`src/rtl/cyclic_shift_reg_ctrl.sv`:
```
// Job sequencer for a cyclic shift register: latches a descriptor, streams in the fill writes,
// then issues rotate-reads through a valid/ready port for the programmed number of rotations.
module cyclic_shift_reg_ctrl #(
  parameter int unsigned R_DEPTH      = 24,
  parameter int unsigned R_DATA_WIDTH = 16,
  parameter int unsigned W_DATA_WIDTH = 192,
  parameter int unsigned REPEAT_WIDTH = 8,
  localparam int unsigned RATIO        = W_DATA_WIDTH / R_DATA_WIDTH,
  localparam int unsigned W_DEPTH      = R_DEPTH / RATIO,
  localparam int unsigned W_ADDR_WIDTH = (W_DEPTH > 1) ? $clog2(W_DEPTH) : 1,
  localparam int unsigned R_ADDR_WIDTH = (R_DEPTH > 1) ? $clog2(R_DEPTH) : 1
) (
  input  logic                    clk,
  input  logic                    reset,
  input  logic                    clken,
  input  logic                    cfg_valid,
  output logic                    cfg_ready,
  input  logic [W_ADDR_WIDTH-1:0] cfg_w_addr_max,
  input  logic [R_ADDR_WIDTH-1:0] cfg_r_addr_max,
  input  logic [REPEAT_WIDTH-1:0] cfg_repeats,
  input  logic                    s_valid,
  output logic                    s_ready,
  output logic                    m_valid,
  input  logic                    m_ready,
  output logic                    m_last,
  output logic                    m_rot_last,
  output logic                    w_en,
  output logic                    r_en,
  output logic [W_ADDR_WIDTH-1:0] w_addr_max,
  output logic [R_ADDR_WIDTH-1:0] r_addr_max,
  output logic                    busy
);

  typedef enum logic [1:0] {
    StIdle,
    StFill,
    StDrain
  } state_e;

  state_e                  state_q;
  logic [W_ADDR_WIDTH-1:0] w_cnt_q;
  logic [R_ADDR_WIDTH-1:0] r_cnt_q;
  logic [REPEAT_WIDTH-1:0] rep_cnt_q;
  logic [W_ADDR_WIDTH-1:0] w_addr_max_q;
  logic [R_ADDR_WIDTH-1:0] r_addr_max_q;
  logic [REPEAT_WIDTH-1:0] repeats_q;

  logic in_fill;
  logic in_drain;
  logic fill_done;
  logic rot_wrap;
  logic job_done;

  // All handshake outputs are gated by reset so they read 0 during a mid-job reset cycle.
  assign in_fill  = (state_q == StFill) && !reset;
  assign in_drain = (state_q == StDrain) && !reset;

  assign cfg_ready = (state_q == StIdle) && !reset;
  assign busy      = (state_q != StIdle) && !reset;

  assign s_ready = in_fill && clken;
  assign w_en    = s_valid && s_ready;

  assign m_valid = in_drain;
  assign r_en    = m_valid && m_ready && clken;

  assign fill_done  = (w_cnt_q == w_addr_max_q);
  assign rot_wrap   = (r_cnt_q == r_addr_max_q);
  assign job_done   = (rep_cnt_q == repeats_q);
  assign m_rot_last = m_valid && rot_wrap;
  assign m_last     = m_rot_last && job_done;

  assign w_addr_max = w_addr_max_q;
  assign r_addr_max = r_addr_max_q;

  always_ff @(posedge clk) begin
    if (reset) begin
      state_q      <= StIdle;
      w_cnt_q      <= '0;
      r_cnt_q      <= '0;
      rep_cnt_q    <= '0;
      w_addr_max_q <= '0;
      r_addr_max_q <= '0;
      repeats_q    <= '0;
    end else if (clken) begin
      unique case (state_q)
        StIdle: begin
          if (cfg_valid) begin
            w_addr_max_q <= cfg_w_addr_max;
            r_addr_max_q <= cfg_r_addr_max;
            repeats_q    <= cfg_repeats;
            w_cnt_q      <= '0;
            r_cnt_q      <= '0;
            rep_cnt_q    <= '0;
            state_q      <= StFill;
          end
        end
        StFill: begin
          if (w_en) begin
            if (fill_done) begin
              // Ending at 0 keeps the shift register's own write pointer aligned for the next job.
              w_cnt_q <= '0;
              state_q <= StDrain;
            end else begin
              w_cnt_q <= w_cnt_q + 1'b1;
            end
          end
        end
        StDrain: begin
          if (r_en) begin
            if (rot_wrap) begin
              r_cnt_q <= '0;
              if (job_done) begin
                rep_cnt_q <= '0;
                state_q   <= StIdle;
              end else begin
                rep_cnt_q <= rep_cnt_q + 1'b1;
              end
            end else begin
              r_cnt_q <= r_cnt_q + 1'b1;
            end
          end
        end
        default: state_q <= StIdle;
      endcase
    end
  end

endmodule

```
`config.mk`:
```
export PLATFORM = sky130hd
export DESIGN_NAME = cyclic_shift_reg_ctrl
export DESIGN_NICKNAME = d
export VERILOG_FILES = /design/src/rtl/cyclic_shift_reg_ctrl.sv
export SDC_FILE = /design/constraint.sdc
export NUM_CORES = 1
export LEC_CHECK = 0
export CORE_ASPECT_RATIO = 0.5
export CORE_MARGIN = 2
export CORE_UTILIZATION = 50
export CTS_CLUSTER_DIAMETER = 100
export DETAILED_ROUTE_END_ITERATION = 10
export PLACE_DENSITY_LB_ADDON = 0.25
export REMOVE_ABC_BUFFERS = 1
export SETUP_SLACK_MARGIN = 0.4
export SYNTH_ARGS = -nofsm -noshare
export SYNTH_HDL_FRONTEND = slang
export SYNTH_SLANG_ARGS = --single-unit
```
`constraint.sdc`:
```
create_clock -name clk -period 2.84 [get_ports clk]
set_input_delay 0.71 -clock clk [delete_from_list [all_inputs] [get_ports clk]]
set_output_delay 0.71 -clock clk [all_outputs]
set_load 0.02 [all_outputs]
```
Yosys cells after proc, flatten, opt, wreduce, memory -nomap -nowiden
Index checks and enable logic that the tools add are counted.
{"block": "op_classes", "add_sub_neg": 3, "eq_ne": 11, "muxes": 20, "reduce_logical": 20}
{"cell": "$mux 8", "n": 4}
{"cell": "$pmux 8 s2", "n": 1}
{"cell": "$mux 5", "n": 3}
{"cell": "$mux 2", "n": 6}
{"cell": "$ne 2x2->1 const B", "n": 6}
{"cell": "$logic_and 1x1->1", "n": 10}
{"cell": "$pmux 5 s2", "n": 1}
{"cell": "$add 8x1->8 const B", "n": 1}
{"cell": "$eq 8x8->1", "n": 1}
{"cell": "$reduce_and 4->1", "n": 2}
{"cell": "$reduce_and 7->1", "n": 1}
{"cell": "$pmux 2 s3", "n": 1}
{"cell": "$reduce_bool 2->1", "n": 3}
{"cell": "$add 5x1->5 const B", "n": 1}
{"cell": "$eq 5x5->1", "n": 1}
{"cell": "$reduce_and 5->1", "n": 1}
{"cell": "$mux 1", "n": 3}
{"cell": "$reduce_and 3->1", "n": 1}
{"cell": "$eq 2x1->1 const B", "n": 1}
{"cell": "$eq 2x2->1 const B", "n": 1}
{"cell": "$logic_not 2->1", "n": 1}
{"cell": "$pmux 1 s2", "n": 1}
{"cell": "$add 1x1->1 const B", "n": 1}
{"cell": "$eq 1x1->1", "n": 1}
{"cell": "$logic_not 1->1", "n": 1}
{"block": "word_totals", "register_bits": 30, "inputBits": 20, "output_inout_bits": 14, "word_cells": 61}

Logic depth before layout (Yosys ltp)
{"block": "depth", "word_depth": 6, "mapped_depth": 8, "mapped_depth_nobuf": 7}

Worst setup path before layout
Ideal clock, no wire load.
{"block": "synth_timing", "kind": "input -> output", "from": "input reset", "to": "output m_last", "arrival_ns": 1.815, "required_ns": 2.130, "slack_ns": 0.315, "stages": 4, "n_path_buf": 1, "path_cell_list": "buf_2 > nor2_1 > and3_2 > and3_1"}
{"block": "synth_between", "elab_chain_cells": 4}
{"item": "from (decl)", "line": "14", "source": "input logic reset,"}
{"item": "$logic_not 1->1", "line": "56", "source": "assign in_drain = (state_q == StDrain) && !reset;"}
{"item": "$logic_and 1x1->1", "line": "56"}
{"item": "via m_valid", "line": "23", "source": "output logic m_valid,"}
{"item": "$logic_and 1x1->1", "line": "70", "source": "assign m_rot_last = m_valid && rot_wrap;"}
{"item": "via m_rot_last", "line": "26", "source": "output logic m_rot_last,"}
{"item": "$logic_and 1x1->1", "line": "71", "source": "assign m_last = m_rot_last && job_done;"}
{"item": "to (decl)", "line": "25", "source": "output logic m_last,"}
The timed path passes the listed nets, and every way through them passes these cells.

Worst setup path in the final report
{"block": "layout_timing", "from": "input reset", "to": "output cfg_ready"}
{"block": "layout_between", "elab_chain_cells": 2}
{"item": "$logic_not 1->1", "line": "58", "source": "assign cfg_ready = (state_q == StIdle) && !reset;"}
{"item": "$logic_and 1x1->1", "line": "58"}
{"item": "to (decl)", "line": "17", "source": "output logic cfg_ready,"}
No other way between the ends.

==> results.sh <==
export IMPL_syn_instance_count=196
export IMPL_final_common_cell="nand2_1"
export IMPL_seq_area_frac_synth=0.368
export IMPL_fill_cells=245
export IMPL_worstSetupPathType="in2out"
export IMPL_track_usage=0.240
export IMPL_crit_top_cell="dlygate4sd2_1"
export IMPL_worst_pin_slew_ns=0.502
export IMPL_initial_core_util=0.535
export IMPL_yosysTopAreaCell="dfxtp_1"
export IMPL_clockBufferDepth=2
export IMPL_drc=0
export IMPL_worst_path_max_delay_cell="dlygate4sd2_1"
export IMPL_crit_chain="dlygate4sd2_1, buf_4, nor3_1, dlygate4sd2_1"
export IMPL_vias=1561
export IMPL_outcome="complete, no violations"
export IMPL_cts_max_level=2
export IMPL_ys_ff_latch=30
export IMPL_vias_per_cell=5.52
export IMPL_area_growth_pct=33.3
export IMPL_clk_latency_ns=0.29
export IMPL_clock_sinks=30
export IMPL_fin_nets=265
export IMPL_max_slew_margin_rel=0.665
export IMPL_netlist_area_um2=1630
export IMPL_rows=14
export IMPL_maxCapViolCount=0
export IMPL_mostFrequentLayoutCells="nand2_1, dfxtp_1, a21oi_1, clkdlybuf4s50_1, buf_4"
export IMPL_drive_above_1_share=0.177
export IMPL_reg2reg_from="state_q[1]"
export IMPL_yosys_top_cells_area="dfxtp_1, nand2_1, xor2_1"
export IMPL_synth_fa_ha_area_frac=0.0230
export IMPL_core_um2=3050
export IMPL_io_pins=34
export IMPL_tns_ns=0
export IMPL_cts_tree="built"
export IMPL_cellLeakagePower_nw=0.902
export IMPL_setup_violations_final=0
export IMPL_crit_path_start="reset"
export IMPL_fin_skew_ns=0.00963
export IMPL_cts_buffers_inserted=5
export IMPL_ys_warn_count=0
export IMPL_cts_clk_slew_worst_paths_ns=0.06
export IMPL_ant_nets=0
export IMPL_dp_slack_ns=-0.216
export IMPL_num_antenna_cells=0
export IMPL_synthXorXnorAreaFrac=0.0860
export IMPL_drtIter0Drc=62
export IMPL_synth_top_family_by_area="simple AND/OR/NAND/NOR gates"
export IMPL_period_share=0.844
export IMPL_antenna_found_initial=0
export IMPL_start_kind="input port"
export IMPL_finalWirelength_um=4180
export IMPL_r2r_cells=12
export IMPL_overflow=0
export IMPL_rsz0062_at_grt="false"
export IMPL_synth_simple_gate_area_share=0.300
export IMPL_die_x_um=84.8
export IMPL_slowest_delay_ns=0.35
export IMPL_io_buffers=33
export IMPL_fmax_ghz=0.417
export IMPL_cp_max_fo=12
export IMPL_crit_arrival_ns=1.69
export IMPL_max_vdd_ir_drop_mv=0.270
export IMPL_cts_hold_buf=0
export IMPL_fin_crit_ns=2.40
export IMPL_grt_max_degree=23
export IMPL_synth_top_area_share=0.368
export IMPL_synth_compound_area_share=0.178
export IMPL_pwr_density_cell_nw_per_um2=491
export IMPL_worst_setup_path_end_kind="output port"
export IMPL_syn_area_per_cell_um2=8.32
export IMPL_wl_per_cell_um=14.8
export IMPL_place_hpwl_um=2800
export IMPL_root_buffer="clkbuf_8"
export IMPL_muxShareOfSynthArea=0
export IMPL_final_max_slew_viol_count=0
export IMPL_first_global_vias=1487
export IMPL_rr_endpoint="w_cnt_q"
export IMPL_min_path_type="reg2reg"
export IMPL_timing_final_hold_violations=0
export IMPL_firstDrtPassIters=4
export IMPL_die_h_um=44.4
export IMPL_place_congestion=0.902
export IMPL_dieArea_um2=3760
export IMPL_fin_ws_ns=0.442
export IMPL_endpoint="cfg_ready"
export IMPL_cp_required_ns=2.13
export IMPL_synthDistinctLibCells=33
export IMPL_rrSetupSlack_ns=0.83
export IMPL_grt_first_pass_wirelength_um=6800
==> stage by stage <==
| stage | hold WS (ns) | instance area (um^2) | total power, mW | cells | utilization |
|---|---|---|---|---|---|
| floorplan | 0.442 | 1570 | 0.581 | 185 | - |
| global placement | 0.459 | 2030 | 0.685 | 269 | 0.667 |
| detailed placement | 0.464 | 2030 | 0.691 | 269 | 0.667 |
| CTS | 0.474 | 2180 | 1.07 | 283 | 0.716 |
| global route | 0.497 | 2170 | 1.11 | 283 | 0.713 |
| finish | 0.472 | 2170 | 1.07 | 283 | 0.713 |
==> critical path, delay by kind of cell <==
family,cells,cell delay [ns]
buf+inv,3,0.86
simple gates,1,0.12
==> power breakdown <==
| group | total, mW | internal (mW) | switching, mW |
|---|---|---|---|
| Combinational | 0.243 | 0.116 | 0.127 |
| Sequential | 0.453 | 0.436 | 0.0174 |
| Clock | 0.371 | 0.195 | 0.176 |
==> Yosys cell counts <==
cell type	count
nand2_1	39
nor3b_1	1
nor2_1	8
nand4b_1	5
o21ai_1	1
nor2b_1	2
a211oi_1	5
nor3_1	4
nand2b_1	4
buf_2	7
nor4_4	3
a21oi_1	24
a41oi_1	1
ha_1	3
inv_1	3
o32ai_2	1
and2_1	2
and3_2	2
xnor2_1	2
a21oi_4	1
a21boi_2	1
nand3_1	4
and3_1	8
nand3b_1	4
xor2_1	14
dfxtp_1	30
a31o_4	1
buf_8	1
a31oi_1	5
nand4_1	2
o21ai_0	4
o22ai_1	1
clkbuf_1	3
==> per-layer routing <==
metal / part of all wire / track usage
met2: 0.48 / 0.416
met3: 0.056 / 0.0597
met5: 0 / 0
met1: 0.45 / 0.292
met4: 0.019 / 0.108
==> cell families after synthesis <==
group | count (synthesis)
compound gates | 45
buf+inv | 14
fa+ha+maj | 3
flops | 30
xor+xnor | 16
simple gates | 88
==> layout make-up <==
class / instances / area (um^2) / area share
clock buffers: 6 / 82.6 / 0.0380
clock inverters: 2 / 12.5 / 0.00576
inverters: 3 / 11.3 / 0.00518
multi-input cells: 152 / 965 / 0.444
flip-flops and latches: 30 / 603 / 0.277
well taps: 40 / 50.0 / 0.0230
repair buffers: 50 / 449 / 0.207
==> worst min-delay path by stage <==
stage / from / end / slack [ns] / depth (start not counted)
after detailed placement: repeats_q[4] / repeats_q[4] / 0.46 / 2
after global placement: repeats_q[6] / repeats_q[6] / 0.46 / 2
after floorplan: repeats_q[0] / repeats_q[0] / 0.44 / 2
after global routing: repeats_q[1] / repeats_q[1] / 0.50 / 2
final: repeats_q[7] / repeats_q[7] / 0.47 / 2
after CTS: repeats_q[4] / repeats_q[4] / 0.47 / 2
==> registers in the layout (all words and copies together) (netlist names) <==
| signal | flops |
|---|---|
| r_addr_max | 5 |
| repeats_q | 8 |
| r_cnt_q | 5 |
| state_q | 2 |
| w_addr_max | 1 |
| w_cnt_q | 1 |
| rep_cnt_q | 8 |
==> repair_timing <==
item,in CTS,in global routing
setup endpoints to repair,8,3
buffers inserted,6,0
gates resized for setup,25,4
pin swaps,3,1
Power figures use the tool's default switching activity.
==> RTL edit 1: new RTL, same settings <==
Set the parameter `REPEAT_WIDTH` to 10 (it was 8).
--- a/src/rtl/cyclic_shift_reg_ctrl.sv
+++ b/src/rtl/cyclic_shift_reg_ctrl.sv
@@ -5,5 +5,5 @@
   parameter int unsigned R_DATA_WIDTH = 16,
   parameter int unsigned W_DATA_WIDTH = 192,
-  parameter int unsigned REPEAT_WIDTH = 8,
+  parameter int unsigned REPEAT_WIDTH = 10,
   localparam int unsigned RATIO        = W_DATA_WIDTH / R_DATA_WIDTH,
   localparam int unsigned W_DEPTH      = R_DEPTH / RATIO,
Interface: changed (resized cfg_repeats); port bits go from 34 to 36. No check against the original RTL was run, so the function may have changed too.
==> RTL edit 1 against the original RTL <==
Area after synthesis increased by 7.8%. Fmax down 0.39%. Sequential share of layout area up 1.6 points. Worst setup slack got worse by 0.0095 ns. Sequential cell count increased by 4. Cell area is 8.9% higher. Global-route usage shrank 1.3 points. Non-clock buffer count rose by 1. Total power down 2.6%. Routed wire length decreased by 0.12%. Via count up 8.1%. Critical path depth rose by 1. Critical endpoint is now m_last. Largest power group unchanged. Highest routed layer unchanged.
==> RTL edit 1: results (changes against the original RTL) <==
Compound-Gate Fraction of Synth Area -> 16.73% (-1.1 points)
Placer Congestion -> 0.8715 (-3.4%)
Vias/cell -> 5.292 (-4.1%)
RR Endpoint -> rep_cnt_q[3]
Xor-xnor portion of the synthesized cell area -> 8.968% (+0.37 points)
Syn Area/Cell -> 8.027 um2 (-3.5%)
Hold_sp -> r_addr_max[0]
Largest cells by area after synthesis -> dfxtp_1, nand2_1, a21oi_1, xor2_1, o21ai_0
GR Layer Usage met1 -> 30.38% (+1.2 points)
Wire length on met1 -> 1995 um (+7.0%)
Gr usage total -> 22.70% (-1.3 points)
Critical Path End -> m_last
Mux contribution to synthesized area -> 0.5694% (+0.57 points)
Biggest regs -> rep_cnt_q: 10 flops, repeats_q: 10 flops
Synthesized-area fraction occupied by adder cells -> 2.135% (-0.17 points)
Setup Buffers After CTS -> 1 (-5)
Setup slack, reg-to-reg -> 0.71 ns (-0.12 ns)
Layout filler cell count -> 289 (+18%)
Global Route met3 Usage -> 6.159% (+0.19 points)
Drt initial violations -> 47 (-24%)
Post-CTS resize count -> 34 (+36%)
Final setup margin -> 0.4322 ns (-0.009462 ns)
Logic pwr share -> 16.9% (-5.9 points)
Post-DP HPWL -> 2955 um (+5.3%)
Met2 Resource Use GR -> 36.67% (-4.9 points)
Worst Hold End -> r_addr_max[0]
Post-layout net count -> 292 (+10%)
R2R cell count -> 8 (-4)
Met3 WL -> 262 um (+12%)
Sequential cell area fraction in the yosys report -> 38.72% (+1.9 points)
Post-route clock skew -> 0.002948 ns (-0.006678 ns)
Pwr dens -> 439.2 mW/mm2 (-11%)
Placed instance area -> 0.002216 mm2 (+9.1%)
I/O Buffers -> 35 (+6.1%)
Routed WL -> 4173 um (-0.12%)
Hold_ws -> 0.4724 ns (+0.0003100 ns)
Peak VDD IR -> 266.6 uV (-1.2%)
Vias in the first global route -> 1538 (+3.4%)
Crit-path leading delay family -> simple AND/OR/NAND/NOR gates
P_leak -> 0.9494 nW (+5.3%)
Outcome -> completed
Synth cell count leaders -> nand2_1, dfxtp_1, a21oi_1
Placed cells -> 310 (+15%)
Crit-path max FO -> 4 (-8)
First-pass GRT wire length -> 6920 um (+1.7%)
Slowest CP cell -> dfxtp_4
Switching share of power -> 25.99% (-4.1 points)
Ratio of cells with drive above 1 in the final layout -> 19.78% (+2.1 points)
Worst-Margin Slew -> 0.6243 ns (+0.1224 ns)
## RTL edit 1: cell types whose count changed after synthesis, moves of 4 or more
| cell | delta |
|---|---|
| and3_1 | -7 |
| o21ai_0 | +8 |
| or3_1 | +4 |
| dfxtp_1 | +4 |
| buf_2 | -7 |
| nand4b_1 | -5 |
| a21oi_1 | +5 |
| a31oi_1 | -5 |
| a211oi_1 | -5 |
| nor2_1 | +8 |
## RTL edit 1: area by class of cell
| type | instances | area, um2 | area share (%) |
|---|---|---|---|
| Clock buffer | 7 | 86.33 | 3.647 |
| Clock inverter | 1 | 5.005 | 0.2114 |
| Inverter | 5 | 18.77 | 0.7928 |
| Multi-Input combinational cell | 170 | 1035 | 43.71 |
| Sequential cell | 34 | 695.7 | 29.39 |
| Tap cell | 51 | 63.81 | 2.696 |
| Timing Repair Buffer | 51 | 462.9 | 19.56 |
==> RTL edit 2: new RTL, same settings <==
Without the edit above. Encoding of `state_e`: now one-hot (3 bits for 3 states).
--- a/src/rtl/cyclic_shift_reg_ctrl.sv
+++ b/src/rtl/cyclic_shift_reg_ctrl.sv
@@ -32,8 +32,8 @@
 );
 
-  typedef enum logic [1:0] {
-    StIdle,
-    StFill,
-    StDrain
+  typedef enum logic [2:0] {
+    StIdle  = 3'b001,
+    StFill  = 3'b010,
+    StDrain = 3'b100
   } state_e;
 
Check against the original RTL: same outputs for any inputs over 4 cycles, from zero or initial values and one cycle with reset high; so few cycles prove little.
==> RTL edit 2 against the original RTL <==
Cell area is 7.1% higher. Total power is 1.3% higher. Clock skew is 0.0033 ns lower. Area after synthesis is 8.5% higher. Routed wire length hardly changed. Sequential cell count is 1 higher. Fmax is 0.12% higher. Count of clock-buffer cells in the layout stayed put. First-iteration DRC count is 34% lower. Worst setup slack better by 0.0029 ns. Die area is 7.9% higher. Largest cell class unchanged.
==> RTL edit 2: results (changes against the original RTL) <==
Outcome -> completed
Post-DP HPWL -> 2994 um (+6.7%)
Layout filler cell count -> 280 (+14%)
I/O Buffers -> 33 (unchanged)
Slowest CP cell -> clkdlybuf4s15_1
Number of diodes -> 0 (unchanged)
Vias/cell -> 5.444 (-1.3%)
Setup Buffers After CTS -> 2 (-4)
Placer Congestion -> 0.9042 (+0.24%)
Synthesized-area fraction occupied by adder cells -> 2.122% (-0.18 points)
Post-Place Setup Slack -> -0.2075 ns (+0.008485 ns)
Crit path DAT -> 1.69 ns (about the same)
Power in the clock group -> 352 uW (-5%)
Area Overhead vs Synth -> 31.61%
P_leak -> 1.032 nW (+14%)
Placed instance area -> 0.002221 mm2 (+9.3%)
Synth cell count leaders -> dfxtp_1, nor2_1, xor2_1
Compound-Gate Fraction of Synth Area -> 14.85% (-3.0 points)
Nonclk inv count -> 7 (+4)
Placed cells -> 288 (+7.1%)
Skew-Pair Late Insertion Delay -> 0.29 ns (about the same)
Gr usage total -> 22.18% (-1.8 points)
Largest net degree at the start of global routing -> 21 (-8.7%)
Post-layout net count -> 269 (+1.5%)
CTS sink cnt -> 31 (+3.3%)
Syn Area/Cell -> 8.935 um2 (+7.4%)
Met2 Resource Use GR -> 36.82% (-4.8 points)
Crit-path max FO -> 4 (-8)
Mux contribution to synthesized area -> 8.487% (+8.5 points)
Power Internal -> 762.3 uW (+2.2%)
Sequential cell area fraction in the yosys report -> 35.08% (-1.8 points)
Post-route clock skew -> 0.006288 ns (-0.003338 ns)
Drt initial violations -> 41 (-34%)
Largest cells by area after synthesis -> dfxtp_1, mux2i_1, xor2_1, nor2_1, nor3_1
GR Layer Usage met1 -> 28.04% (-1.1 points)
Post-CTS resize count -> 31 (+24%)
Fraction of standard cell area in multi-input logic -> 46.80% (+2.4 points)
Worst-Margin Slew -> 0.5336 ns (+0.03167 ns)
Netlist cell types -> 47 (+42%)
First-pass GRT wire length -> 6568 um (-3.5%)
Clk pwr share -> 32.5% (-2.2 points)
Reg power frac -> 43.4% (+0.9 points)
Vias in the first global route -> 1407 (-5.4%)
Seq/total area -> 26.65% (-1.1 points)
Peak VDD IR -> 234.7 uV (-13%)
Register area -> 620.6 um2 (+2.9%)
Signal buf overhead -> 18.91% (-1.8 points)
Via count -> 1617 (+3.6%)
CTS root buf -> clkbuf_8
Fin util -> 68.17% (-3.1 points)
Ratio of cells with drive above 1 in the final layout -> 18.70% (+1.0 points)
Global Route met3 Usage -> 6.093% (+0.12 points)
Clk cell area share -> 3.761% (-0.61 points)
Xor-xnor portion of the synthesized cell area -> 8.416% (-0.18 points)
Max incr delay on CP -> 0.30 ns (-0.05 ns)
[RTL edit 2: cell types whose count changed in the layout (fill, tap and decap cells not counted), moves of 6 or more]
| cell | delta |
|---|---|
| nand2_1 | -31 |
| nor2_1 | +15 |
| mux2i_1 | +15 |
| and3_1 | -6 |
| a21oi_1 | -15 |
| nor3_1 | +6 |
[RTL edit 2: logic make-up after synthesis]
kind of cell	after synthesis
simple gates	80
compound gates	36
flops	31
xor+xnor	17
buf+inv	16
mux	15
fa+ha+maj	3
[RTL edit 2: worst paths after layout]
check                 end        from  slack [ns]  cells after the start
min reg2reg       w_cnt_q     w_cnt_q        0.49                      2
max reg2reg  rep_cnt_q[3]  state_q[2]        0.89                      7
max                  w_en       reset        0.44                      4
min               w_cnt_q     w_cnt_q        0.49                      2
[RTL edit 2: layer usage]
layer,part of all wire (%),up-vias
met5,0,-
met4,1.8,0
met3,4.8,8
met2,45,35
met1,49,762
li1,-,812
